$ cat config.mk
export PLATFORM = sky130hd
export DESIGN_NAME = pulse_stretcher
export DESIGN_NICKNAME = d
export VERILOG_FILES = /design/src/rtl/pulse_stretcher_pkg.sv /design/src/rtl/pulse_stretcher_sat_updown_counter.sv /design/src/rtl/pulse_stretcher.sv
export SDC_FILE = /design/constraint.sdc
export NUM_CORES = 1
export LEC_CHECK = 0
export CAP_MARGIN = 20
export CORE_MARGIN = 2
export CORE_UTILIZATION = 40
export CTS_BUF_LIST = sky130_fd_sc_hd__clkbuf_4
export CTS_CLUSTER_SIZE = 10
export DETAILED_ROUTE_END_ITERATION = 10
export GPL_TIMING_DRIVEN = 0
export SLEW_MARGIN = 20
export SYNTH_ARGS = -nofsm -noshare
export SYNTH_HDL_FRONTEND = slang
export SYNTH_SLANG_ARGS = --single-unit
$ cat constraint.sdc
create_clock -name clk -period 5.31 [get_ports clk]
set_clock_uncertainty 0.05 [all_clocks]
set_input_delay 1.593 -clock clk [delete_from_list [all_inputs] [get_ports clk]]
set_output_delay 1.593 -clock clk [all_outputs]
set_load 0.03 [all_outputs]
$ cat src/rtl/pulse_stretcher_pkg.sv
// ============================================================================
// Module  : pulse_stretcher_pkg
// Brief   : Shared state encoding and mode constants for the pulse stretcher.
// Revision: 1.0
// ============================================================================
`default_nettype none

package pulse_stretcher_pkg;

    typedef enum logic [1:0] {
        ST_IDLE = 2'd0,
        ST_HIGH = 2'd1,
        ST_GAP  = 2'd2
    } state_t;

    localparam logic MODE_QUEUE  = 1'b0;
    localparam logic MODE_RETRIG = 1'b1;

endpackage : pulse_stretcher_pkg

`default_nettype wire

$ cat src/rtl/pulse_stretcher_sat_updown_counter.sv
// ============================================================================
// Module  : sat_updown_counter
// Brief   : Saturating up/down counter; simultaneous inc and dec cancel.
// Revision: 1.0
// ============================================================================
`default_nettype none

module sat_updown_counter #(
    parameter int W = 4
) (
    input  logic         clk,
    input  logic         rst,
    input  logic         i_inc,
    input  logic         i_dec,
    output logic [W-1:0] o_count,
    output logic         o_sat,
    output logic         o_zero
);

    logic [W-1:0] r_count;
    logic         w_up;
    logic         w_down;

    assign o_sat  = (r_count == {W{1'b1}});
    assign o_zero = (r_count == '0);

    // Counter pins at both ends rather than wrapping.
    assign w_up   = i_inc & ~i_dec & ~o_sat;
    assign w_down = i_dec & ~i_inc & ~o_zero;

    always_ff @(posedge clk or posedge rst) begin
        if (rst) begin
            r_count <= '0;
        end else if (w_up) begin
            r_count <= r_count + 1'b1;
        end else if (w_down) begin
            r_count <= r_count - 1'b1;
        end
    end

    assign o_count = r_count;

endmodule : sat_updown_counter

`default_nettype wire

$ cat src/rtl/pulse_stretcher.sv
// ============================================================================
// Module  : pulse_stretcher
// Brief   : Stretches single-cycle strobes into level pulses of programmable
//           width, with queue or retrigger handling of overlapping strobes.
// Revision: 1.0
// ============================================================================
`default_nettype none

module pulse_stretcher
    import pulse_stretcher_pkg::*;
#(
    parameter int CNT_W  = 8,
    parameter int GAP    = 1,
    parameter int PEND_W = 4
) (
    input  logic              clk,
    input  logic              reset,
    input  logic              pulse_in,
    input  logic [CNT_W-1:0]  width,
    input  logic              mode,
    output logic              level_out,
    output logic              busy,
    output logic [PEND_W-1:0] pending,
    output logic              overflow
);

    localparam int              GAP_W    = (GAP > 1) ? $clog2(GAP) : 1;
    localparam logic [GAP_W-1:0] GAP_LOAD = GAP_W'((GAP > 0) ? (GAP - 1) : 0);

    generate
        if (GAP < 1) begin : g_gap_invalid
            $error("pulse_stretcher: GAP must be at least 1");
        end
    endgenerate

    state_t           r_state;
    state_t           w_state_nxt;
    logic [CNT_W-1:0] r_hcnt;
    logic [CNT_W-1:0] w_hcnt_nxt;
    logic [GAP_W-1:0] r_gcnt;
    logic [GAP_W-1:0] w_gcnt_nxt;
    logic             r_level;
    logic             w_level_nxt;
    logic             r_overflow;
    logic             w_inc;
    logic             w_dec;
    logic             w_sat;
    logic             w_pend_zero;
    logic             w_drop;
    logic [CNT_W-1:0] w_hload;

    // A width of zero behaves like one: the counter holds remaining cycles minus one.
    assign w_hload = (width == '0) ? '0 : (width - 1'b1);

    sat_updown_counter #(
        .W (PEND_W)
    ) u_pend_cnt (
        .clk     (clk),
        .rst     (reset),
        .i_inc   (w_inc),
        .i_dec   (w_dec),
        .o_count (pending),
        .o_sat   (w_sat),
        .o_zero  (w_pend_zero)
    );

    always_comb begin
        w_state_nxt = r_state;
        w_hcnt_nxt  = r_hcnt;
        w_gcnt_nxt  = r_gcnt;
        w_level_nxt = r_level;
        w_inc       = 1'b0;
        w_dec       = 1'b0;
        case (r_state)
            ST_IDLE: begin
                if (pulse_in) begin
                    w_state_nxt = ST_HIGH;
                    w_level_nxt = 1'b1;
                    w_hcnt_nxt  = w_hload;
                end
            end
            ST_HIGH: begin
                // A retrigger reload wins over the end-of-pulse exit.
                if (pulse_in && (mode == MODE_RETRIG)) begin
                    w_hcnt_nxt = w_hload;
                end else begin
                    w_inc = pulse_in;
                    if (r_hcnt == '0) begin
                        w_state_nxt = ST_GAP;
                        w_level_nxt = 1'b0;
                        w_gcnt_nxt  = GAP_LOAD;
                    end else begin
                        w_hcnt_nxt = r_hcnt - 1'b1;
                    end
                end
            end
            ST_GAP: begin
                if (r_gcnt != '0) begin
                    w_gcnt_nxt = r_gcnt - 1'b1;
                    w_inc      = pulse_in;
                end else if (!w_pend_zero || pulse_in) begin
                    w_state_nxt = ST_HIGH;
                    w_level_nxt = 1'b1;
                    w_hcnt_nxt  = w_hload;
                    // With an empty queue the strobe starts the pulse itself.
                    w_dec       = !w_pend_zero;
                    w_inc       = pulse_in && !w_pend_zero;
                end else begin
                    w_state_nxt = ST_IDLE;
                end
            end
            default: begin
                w_state_nxt = ST_IDLE;
                w_level_nxt = 1'b0;
            end
        endcase
    end

    assign w_drop = w_inc & ~w_dec & w_sat;

    always_ff @(posedge clk or posedge reset) begin
        if (reset) begin
            r_state    <= ST_IDLE;
            r_hcnt     <= '0;
            r_gcnt     <= '0;
            r_level    <= 1'b0;
            r_overflow <= 1'b0;
        end else begin
            r_state    <= w_state_nxt;
            r_hcnt     <= w_hcnt_nxt;
            r_gcnt     <= w_gcnt_nxt;
            r_level    <= w_level_nxt;
            r_overflow <= w_drop;
        end
    end

    assign level_out = r_level;
    assign busy      = (r_state != ST_IDLE);
    assign overflow  = r_overflow;

endmodule : pulse_stretcher

`default_nettype wire
# [After elaboration in Yosys (flattened, before gate mapping)]
# Cells that the tools add are included.
[classes] n_bitwise=9 eq_ne=9 n_reduce_logical=16 add_sub_neg=5 muxes=30
[ops] op="$mux W8" n=6
[ops] op="$pmux W8 S3" n=1
[ops] op="$logic_not A8 Y1" n=2
[ops] op="$sub A8 B1 Y8 const B" n=2
[ops] op="$mux W1" n=13
[ops] op="$ne A2 B2 Y1 const B" n=5
[ops] op="$reduce_and A5 Y1" n=2
[ops] op="$mux W2" n=4
[ops] op="$mux W4" n=2
[ops] op="$pmux W2 S3" n=1
[ops] op="$reduce_bool A2 Y1" n=3
[ops] op="$and A1 B1 Y1" n=5
[ops] op="$add A4 B1 Y4 const B" n=1
[ops] op="$eq A4 B4 Y1 const B" n=1
[ops] op="$logic_not A4 Y1" n=1
[ops] op="$not A1 Y1" n=4
[ops] op="$pmux W1 S2" n=2
[ops] op="$reduce_and A4 Y1" n=1
[ops] op="$sub A4 B1 Y4 const B" n=1
[ops] op="$ne A3 B3 Y1 const B" n=1
[ops] op="$pmux W1 S3" n=1
[ops] op="$reduce_and A3 Y1" n=1
[ops] op="$reduce_bool A3 Y1" n=1
[ops] op="$eq A2 B1 Y1 const B" n=1
[ops] op="other kinds (6)" n=7
[totals] register_bits=17 out_inout_bits=7 in_bits=12

# [Logic depth before layout (Yosys ltp)]
# Gate-level depths: netlist of the first run.
[depth] depth_word=11 ltp_mapped=10 ltp_nobuf=10

# [Cells and area by module]
# A second synthesis of the first run with hierarchy kept.
[hier_totals] hier_cells=140 area_unflattened_um2=1255.0
[modules_own_cells] module="pulse_stretcher" cells_per_inst=119 area_each_um2=987.2 n_inst=1
[modules_own_cells] module="sat_updown_counter" cells_per_inst=21 area_each_um2=267.8 n_inst=1

# [Worst setup path before layout of the first run]
# No wires, ideal clock.
[synth_timing] kind="input to register" startpoint="input port pulse_in" endpoint="register u_pend_cnt.r_count[3] (netlist: u_pend_cnt.o_count[3])" t_required_ns=5.180 path_stages=8 n_path_buf=0 arrival_time_ns=3.114 setup_time_ns=0.080 path_slack_ns=2.066 cell_sequence="nand2_1 -> a2111oi_4 -> nand2_2 -> ha_1 -> a21o_1 -> a21oi_1 -> mux2i_1 -> xor2_1"
[synth_between] elab_chain_cells=8
[synth_rtl] item="from (decl)" line="pulse_stretcher.sv:18" text="input logic pulse_in,"
[synth_rtl] item="$logic_and A1 B1 Y1 or $logic_or A1 B1 Y1 (tied branches)" line="pulse_stretcher.sv:107, pulse_stretcher.sv:101"
[synth_rtl] item="$mux W1" line="pulse_stretcher.sv:101" text="end else if (!w_pend_zero || pulse_in) begin"
[synth_rtl] item="$mux W1" line="pulse_stretcher.sv:98" text="if (r_gcnt != '0) begin"
[synth_rtl] item="$pmux W1 S2 or $mux W1 (tied branches)" line="pulse_stretcher.sv:74" text="case (r_state)"
[synth_rtl] item="$not A1 Y1, on equally long branches" line="pulse_stretcher_sat_updown_counter.sv:29, pulse_stretcher_sat_updown_counter.sv:28"
[synth_rtl] item="$and A1 B1 Y1, on equally long branches (2 in series)" line="pulse_stretcher_sat_updown_counter.sv:29, pulse_stretcher_sat_updown_counter.sv:28"
[synth_rtl] item="$reduce_bool A2 Y1 (no line) or $mux W4 (tied branches)"
[synth_rtl] item="to (signal assigned)" line="pulse_stretcher_sat_updown_counter.sv:35" text="r_count <= r_count + 1'b1;"
[synth_rtl] item="to (signal assigned)" line="pulse_stretcher_sat_updown_counter.sv:37" text="r_count <= r_count - 1'b1;"
[synth_rtl] item="to (decl)" line="pulse_stretcher_sat_updown_counter.sv:20" text="logic [W-1:0] r_count;"
# Several ways; a longest one is shown, not always the timed one.
# A chain may end at the register's enable or synchronous reset.

# [Final worst setup path of the first run]
# Same ends and word-level chain as after synthesis.

==> results of run 1 <==
-- power by group through the flow --
stage	Clock [mW]	Combinational, mW	Sequential, mW
after floorplan	0	0.322	0.280
after global placement	0	0.474	0.255
after detailed placement	0	0.488	0.257
after CTS	0.0711	0.491	0.254
after global routing	0.0768	0.543	0.269
final	0.0687	0.492	0.255
-- final cells by class --
cell class	instances	area, µm²
Sequential cell	16	400.4
Fill cell	291	1356
Tap cell	31	38.79
Timing Repair Buffer	18	180.2
Multi-Input combinational cell	100	760.7
Clock buffer	3	22.52
Inverter	10	37.54
Clock inverter	1	3.754
Buffer	1	5.005
-- how the worst max path moves through the flow --
stage,slack [ns],depth (start not counted),from,endpoint
detailed placement,1.35,9,pulse_in,u_pend_cnt.o_count[3]
global route,1.49,9,pulse_in,u_pend_cnt.o_count[3]
floorplan,2.07,8,pulse_in,u_pend_cnt.o_count[3]
global placement,1.36,9,pulse_in,u_pend_cnt.o_count[3]
finish,1.63,9,pulse_in,u_pend_cnt.o_count[3]
CTS,1.65,9,pulse_in,u_pend_cnt.o_count[3]
-- flip-flops by register name (all words and copies together) (netlist names) --
name                flops
level_out               1
overflow                1
r_hcnt                  8
r_state                 2
u_pend_cnt.o_count      4
-- synth_stat cells (2+ instances only) --
library cell  number
a22o_1             6
xnor2_1            3
o21ai_0            7
nand2_1            8
nand2_2            2
mux2i_1            3
xor2_1             3
nor2b_1            2
ha_1              10
nor3_1             6
dfrtp_1           16
o221ai_1           2
nand3_1            3
inv_1             10
a21oi_1            7
o31ai_1            3
nor2_1             8
mux2_2             3
a21o_1             2
o21a_1             2
or3_1              2
-- through the flow --
step | util (%) | cell area (µm²) | cells | power (mW) | hold slack [ns]
floorplan | - | 1204 | 127 | 0.6027 | 0.4389
global placement | 50.71 | 1423 | 176 | 0.7285 | 0.4574
detailed placement | 50.71 | 1423 | 176 | 0.7453 | 0.4648
CTS | 51.65 | 1449 | 180 | 0.8168 | 0.4835
global route | 51.65 | 1449 | 180 | 0.8887 | 0.5354
finish | 51.65 | 1449 | 180 | 0.8159 | 0.4839
-- logic make-up (layout without fill, tap and decap cells) --
family | Yosys count | in the layout
multiplexers | 6 | 6
adder cells (fa/ha/maj) | 11 | 11
AO/OA/AOI/OAI | 35 | 35
buffers and inverters | 11 | 33
XOR/XNOR | 6 | 6
AND/OR/NAND/NOR | 42 | 42
flip-flops | 16 | 16
-- layer usage --
layer	track usage, %	up-vias	share of wire (%)	wire length [µm]
li1	-	513	-	-
met1	20.14	484	45	1142
met2	29.05	24	49	1231
met3	2.857	4	4.5	114
met4	9.091	0	1.6	41
met5	0	-	0	0
==> results by stage, run 1 <==
Pwr:
- For this design the total switching power over the nets is just under 400 µW.
- Dividing total power by cell area gives a power density of roughly 560 nW/µm².
- The highest ir drop seen on vdd is 0.0001551 V.
- The switching share of power is 47.14%.
- Registers are responsible for a little under a third of the overall power.
- Of the total power, combinational logic draws between 60% and 70%.
- Per report_power, the clock group accounts for ~8.4% of the total.
- Internal power comes to 431.3 µW.
- The analysis attributes to cell leakage a power of around 0.60 nW.

Floorplanning:
- 19 I/O pins were placed.
- After floorplanning, the core was sized to cover approximately 2800 µm².
- The die covers between 3000 and 4000 µm².
- The starting utilization of the core area is a little over two fifths.
- Measured along the x axis, the die boundary spans 58.86 µm.
- The count of standard-cell rows is 19.
- From bottom edge to top edge, the die measures a little under 60 µm.

Setup path:
- The worst flop-to-flop path endpoint is u_pend_cnt.o_count[3].
- STA classifies the critical path startpoint as a primary input.
- The largest single stage delay on the critical path is roughly 0.57 ns.
- The arrival time reported for the critical path endpoint is approximately 3.9 ns.
- The worst register-to-register path begins at u_pend_cnt.o_count[1].
- The cell type of the slowest stage on the worst timing path is clkdlybuf4s50_1.
- Among cell families on the critical path, the largest total delay comes from compound AO/OA/AOI/OAI gates.
- The setup check on the worst reg-to-reg path leaves a slack of roughly 2.6 ns.
- The critical path goes through clkdlybuf4s50_1, nand2_1, a2111oi_4, nand2_2, ha_1, a21o_1, a21oi_1, mux2i_1, xor2_1.
- The required arrival time at the worst endpoint is roughly 5.5 ns.
- The number of cells traversed by the worst register-to-register path is 8.
- The largest fanout of any net on the critical path is 6.
- The critical path buffer and inverter count is 1.
- The startpoint-to-endpoint class of the critical path is primary input to register.
- The worst setup path is captured at a register.

Synth:
- Multiplexer cells account for under 10% of the synthesized area.
- After Yosys synthesis, and, or, nand and nor cells account for between 10% and 20% of the synthesized area.
- The post-synthesis average cell area is roughly 9.5 µm².
- The synthesized netlist devotes between 20% and 30% of its cell area to compound gates.
- The share of async-settable or async-resettable flops after synthesis is between 90% and 100%.
- Ranked by total cell area, the synthesized netlist is headed by dfrtp_1 33%, ha_1 10%, a22o_1 4.4%.
- After synthesis, the largest family of logic cells by area is compound AO/OA/AOI/OAI gates.
- The cell type contributing the most total cell area after synthesis is dfrtp_1.
- After Yosys synthesis, full adders, half adders and majority gates account for ~12% of the synthesized area.
- When the netlist entered floorplanning its net count stood at 150.
- The post-synthesis register bit count is 16.
- Synthesis handed over a netlist of approximately 130 instances.
- Summing the areas of all xor and xnor instances in the mapped netlist gives 4.366% of the synthesized area.
- The cell area that synthesis handed to floorplanning was around 1200 µm².
- Counting flops with a built-in enable in the synthesized netlist gives 0.
- The top cell type's share of synthesized area is roughly a third.
- The number of synthesis warnings is 0.
- The predominant post-synthesis flop cell is dfrtp_1.
- Sequential elements use around 33% of the synthesized area.
- The number of distinct standard cells referenced by the synthesized netlist is 40.

Placed design:
- Buffers placed on the I/O ports in this run total 18.
- The HPWL after detailed placement is between 1500 and 2000 µm.
- The worst-case setup slack after placement is approximately 1.4 ns.
- The final RePlAce weighted congestion is 0.7944.

Detailed routing:
- The pre-antenna-repair detailed-routing pass consisted of 7 iterations.
- In the routed layout, each cell is associated on average with a via count of 5.694.
- The remaining number of nets flagged by the antenna check after routing is 0.
- Dividing the detail-routed wire length by the instance count gives 14.05 µm.
- The via total after detailed routing is around 1.0k.
- The initial DRC count is 37.
- In the routed design, unresolved DRC markers number 2.
- The detailed-route wire length is 2529 µm.

Clocking:
- TritonCTS built the clock tree.
- The level count of the clock H-tree is 1.
- For this design, the sink count on the clock tree is 16.
- Post-CTS repair changed the size of 0 cells.
- The later-pin clock latency in the skew report is about 0.29 ns.
- In this run the clock root is driven by a clkbuf_4.
- TritonCTS created 3 clock buffers.
- The clock slew seen by the registers of the worst setup and hold paths is roughly 0.10 ns.
- The setup fix buffers added after clock tree synthesis is 0.
- Counting along the longest clock path gives a buffer depth of 2.
- The number of hold-repair buffers added at the cts stage is 0.

Run:
- The number of violations of the max-capacitance limit is 0.

GRT:
- The global routing usage summed across all routing layers is about 17%.
- The first global-routing pass estimated 4450 µm of wire.
- Entering global routing, the biggest net connects 17 pins.
- The number of global-route vias before repair is between 1k and 1.5k.
- The number of antenna violations at the first check in global routing is 0.
- The total overflow left after global routing is 0.

Cells and area:
- The final layout contains between 150 and 200 nets.
- The post-route netlist has between 10% and 20% of its cells at a drive strength greater than 1.
- Leaving out fill and tap cells, the most frequent cells in the layout are 18 x clkdlybuf4s50_1, 16 x dfrtp_1, 10 x inv_1, 10 x ha_1.
- The most common cell after layout, fill and taps aside is clkdlybuf4s50_1.
- The synthesis-to-layout area growth is 20.37%.
- The number of inserted diodes is 0.

Timing:
- Derived from the worst setup path, the maximum achievable clock frequency is between 0.2 and 0.3 GHz.
- The final setup TNS is 0 ns.
- Setup violations remaining at the end of the flow were counted as 0.
- The worst path needs about 3.7 ns of the cycle, external delays included.
- The total count of max-transition violations in the final report is 0.
- After layout, the worst setup slack is about 1.6 ns.
- The worst slew margin relative to its limit is 57.75%.
- The number of hold violations in the final report is 0.
- Setup repair after global routing left no endpoint under its margin.
- The final clock period utilization by the worst path is between 60% and 70%.
- The transition time at the pin with the least slew margin is 0.6330 ns.

Outcome:
- The run finished, with violations left.
- The checks that failed: DRC.

Worst hold path:
- The origin of the worst min-delay path is u_pend_cnt.o_count[3].
- The class of the tightest hold or removal check is register to register.
- The endpoint of the worst hold path is u_pend_cnt.o_count[3].
- The depth of the worst hold-timing path is 1.
Note: power is estimated with default switching activity, not from simulation.
==> run 2, diff against run 1 <==
Clock period 5.31 ns to 3.5 ns, I/O delays scaled along.
==> results of run 2 <==
Same layout as run 1 (identical final DEF). Status: complete, but fails checks: DRC.
Main changes from that run: setup slack after placement 1.351 ns -> 0.08426 ns; setup slack after layout 1.631 ns -> 0.3639 ns; register-to-register setup slack 2.56 ns -> 0.75 ns; total power 0.8159 mW -> 1.238 mW; worst IR drop on VDD 0.0001551 V -> 0.0002353 V
==> run 3, diff against run 2 <==
Settings changed: CORE_ASPECT_RATIO set to 0.9.
==> results by stage, run 3 (synthesis results as in run 1) <==
Outcome:
- The run finished with clean final reports.

Floorplanning:
- The horizontal die dimension is around 62 µm.
- The starting utilization of the core area is a little over two fifths.
- The count of boundary I/O pins is 19.
- In this run the standard cell core region covers between 2000 and 3000 µm².
- The die boundary height is 56.04 µm.
- The die covers roughly 3500 µm².
- The count of standard-cell rows is 18.

Cells and area:
- The final cell utilization of the core is 51.87%.
- The largest register by flop count is r_hcnt.
- Cells with a size suffix above 1 make up between 10% and 20% of the layout.
- The total number of nets in the final design is around 170.
- The repair_antennas step left the layout with diodes totalling 0.
- The register with the most flip-flops in the layout has 8 of them.
- The multi-input combinational cells in the finished layout cover a total of between 700 and 800 µm².
- The library cell used most frequently in the layout, excluding fill and tap cells, is clkdlybuf4s50_1.
- The number of filler cells placed in the layout is roughly 300.
- After routing the design area is 1460 µm².
- The library cells used most frequently in the layout, excluding fill and tap cells, are 18 x clkdlybuf4s50_1, 16 x dfrtp_1, 10 x inv_1, 10 x ha_1.
- Relative to the synthesized area, the layout overhead comes to 21.31%.
- The register area is 400.4 µm².

Setup path:
- The launch point of the worst path is pulse_in.
- The cell type of the slowest stage on the worst timing path is clkdlybuf4s50_1.
- The worst setup path is launched from a primary input.
- In this run the critical register-to-register path is captured at u_pend_cnt.o_count[3].
- The critical path buffer and inverter count is 1.
- The startpoint-to-endpoint class of the critical path is primary input to register.
- The startpoint identified for the worst register-to-register timing path is u_pend_cnt.o_count[1].
- For flop-to-flop paths, the worst setup slack is between 0.7 and 0.8 ns.
- The top cell family by delay on the critical path is compound AO/OA/AOI/OAI gates.
- The largest single stage delay on the critical path is ~0.56 ns.
- In this run the worst path has a maximum fanout of 6.
- For the worst setup path, the data arrival time is 3.28 ns.
- STA classifies the critical path endpoint as a register.
- The worst register-to-register path has a depth of 8.
- For the worst setup path, the data required time is about 3.7 ns.
- Traced cell by cell, the critical path runs through clkdlybuf4s50_1, nand2_1, a2111oi_4, nand2_2, ha_1, a21o_1, a21oi_1, mux2i_1, xor2_1.

Clocking:
- The post-cts sizing count is 0.
- No sink is reached through more buffers than the 2 on the longest clock path.
- The tree built by TritonCTS fans out to 16 sinks.
- The clock slew seen by the registers of the worst setup and hold paths is 0.09 ns.
- The TritonCTS buffer count is 3.
- Once the clock tree was built, the setup fixing pass inserted 0 buffers.
- The root buffer cell chosen for the clock tree is clkbuf_4.
- The later-pin clock latency in the skew report is about 0.28 ns.
- The clock tree from TritonCTS is yes.
- In this run the number of H-tree levels came out at 1.
- The number of hold-repair buffers added at the cts stage is 0.

Detailed routing:
- The detailed-route DRC error count is 0.
- The first-pass iteration count of the detailed router is 4.
- After detailed routing, the number of vias per cell comes to 5.508.
- The met1 wire length is 1126 µm.
- The length of routed met3 wiring is between 80 and 90 µm.
- The initial DRC count is 40.
- Signal routing reaches up to met4.
- After detailed routing, the met2 layer carries approximately 1200 µm of wire.
- Dividing the detail-routed wire length by the instance count gives between 10 and 15 µm.
- The remaining number of nets flagged by the antenna check after routing is 0.
- The via total after detailed routing is 1041.
- The detailed-route wire length is roughly 2400 µm.

Pwr:
- The overall power of the completed layout is ~1.2 mW.
- The share of total power dissipated in sequential elements is 31.7%.
- In this run the power spent charging and discharging nets is 565.5 µW.
- The highest ir drop seen on vdd is around 0.00025 V.
- Combinational logic burns between 60% and 70% of the power.
- For this design the static power due to leakage is slightly above 0.6 nW.
- The internal portion of the total power is ~650 µW.
- Dividing total power by cell area gives a power density of 834.3 nW/µm².
- The clock network accounts for between 7 and 8% of the total power.
- The switching share of power is a little under half.

GRT:
- The global-route wire length before repair is around 4200 µm.
- Global routing finished with a remaining overflow of 0.
- The number of antenna violations at the first check in global routing came to 0.
- Entering global routing, the biggest net connects 17 pins.
- The global routing usage summed across all routing layers is between 15 and 20%.
- The number of global-route vias before repair is ~1k.

Worst hold path:
- Counting instances, the worst hold path has a depth of 1.
- The class of the tightest hold or removal check is register to register.
- The path with the worst hold slack has its endpoint at u_pend_cnt.o_count[3].
- The origin of the worst min-delay path is u_pend_cnt.o_count[3].

Timing:
- The final clock period utilization by the worst path is 89.08%.
- The total count of max-transition violations in the final report came to 0.
- The highest clock rate is 0.3208 GHz.
- The transition time at the pin with the least slew margin is 0.6421 ns.
- Setup repair after global routing left no endpoint under its margin.
- After routing, the total negative slack on setup checks comes to 0 ns.
- The worst slew margin relative to its limit is approximately 57%.
- The number of hold violations in the final report came to 0.
- The minimum clock period is 3.118 ns.
- The count of endpoints failing setup in the final report is 0.

Run:
- Max-cap violations in this run came to 0.

Placed design:
- The congestion estimate from routability-driven global placement came to 0.7854.
- Summed over all nets, the half-perimeter wirelength after detailed placement is between 1500 and 2000 µm.
- In this run the tool buffered the top-level ports with 18 buffer cells.
- Once placement finished, the instance area stood at between 1000 and 1500 µm².
-- run 3: worst max-delay path by stage --
| stage | cells past startpoint | endpoint | slack [ns] |
|---|---|---|---|
| after floorplan | 8 | u_pend_cnt.o_count[3] | 0.77 |
| after detailed placement | 7 | r_hcnt[5] | 0.06 |
| after global placement | 9 | u_pend_cnt.o_count[3] | 0.09 |
| after global routing | 7 | r_hcnt[3] | 0.25 |
| after CTS | 7 | r_hcnt[3] | 0.39 |
| final | 9 | u_pend_cnt.o_count[3] | 0.38 |
-- run 3: final cells by class --
| type | instances | area share (%) |
|---|---|---|
| flip-flops and latches | 16 | 27.42 |
| plain buffers | 1 | 0.3428 |
| multi-input cells | 100 | 52.10 |
| clock inverters | 1 | 0.2571 |
| well taps | 40 | 3.428 |
| inverters | 10 | 2.571 |
| repair buffers | 18 | 12.34 |
| clock buffers | 3 | 1.542 |
-- run 3: worst reg2reg max path, stage by stage, from the launching register on --
cell,delay [ns]
dfrtp_1,0.46
or4_4,0.58
a2111oi_4,0.40
nand2_2,0.16
ha_1,0.29
a21o_1,0.17
a21oi_1,0.17
mux2i_1,0.23
xor2_1,0.15
-- run 3: power groups by stage --
| stage | sequential [mW] | clock (mW) | combinational [mW] |
|---|---|---|---|
| 6_report | 0.387 | 0.0967 | 0.735 |
| 2_1_floorplan | 0.425 | 0 | 0.489 |
| 4_1_cts | 0.387 | 0.104 | 0.743 |
| 3_5_place_dp | 0.390 | 0 | 0.741 |
| 3_3_place_gp | 0.387 | 0 | 0.720 |
| 5_1_grt | 0.406 | 0.115 | 0.824 |
-- run 3: through the flow --
step                      hold slack (ns)  std cells  worst slack [ns]
final                              0.4811        189            0.3823
after global routing               0.5105        189            0.2452
after CTS                          0.4844        189            0.3852
after detailed placement           0.4662        185           0.05641
after global placement             0.4584        185           0.08795
after floorplan                    0.4389        127            0.7706
-- run 3: routing by layer --
layer | vias up | global-route usage [%]
li1 | 509 | -
met1 | 501 | 20.95
met2 | 29 | 25.71
met3 | 2 | 1.395
met4 | 0 | 7.295
met5 | - | 0
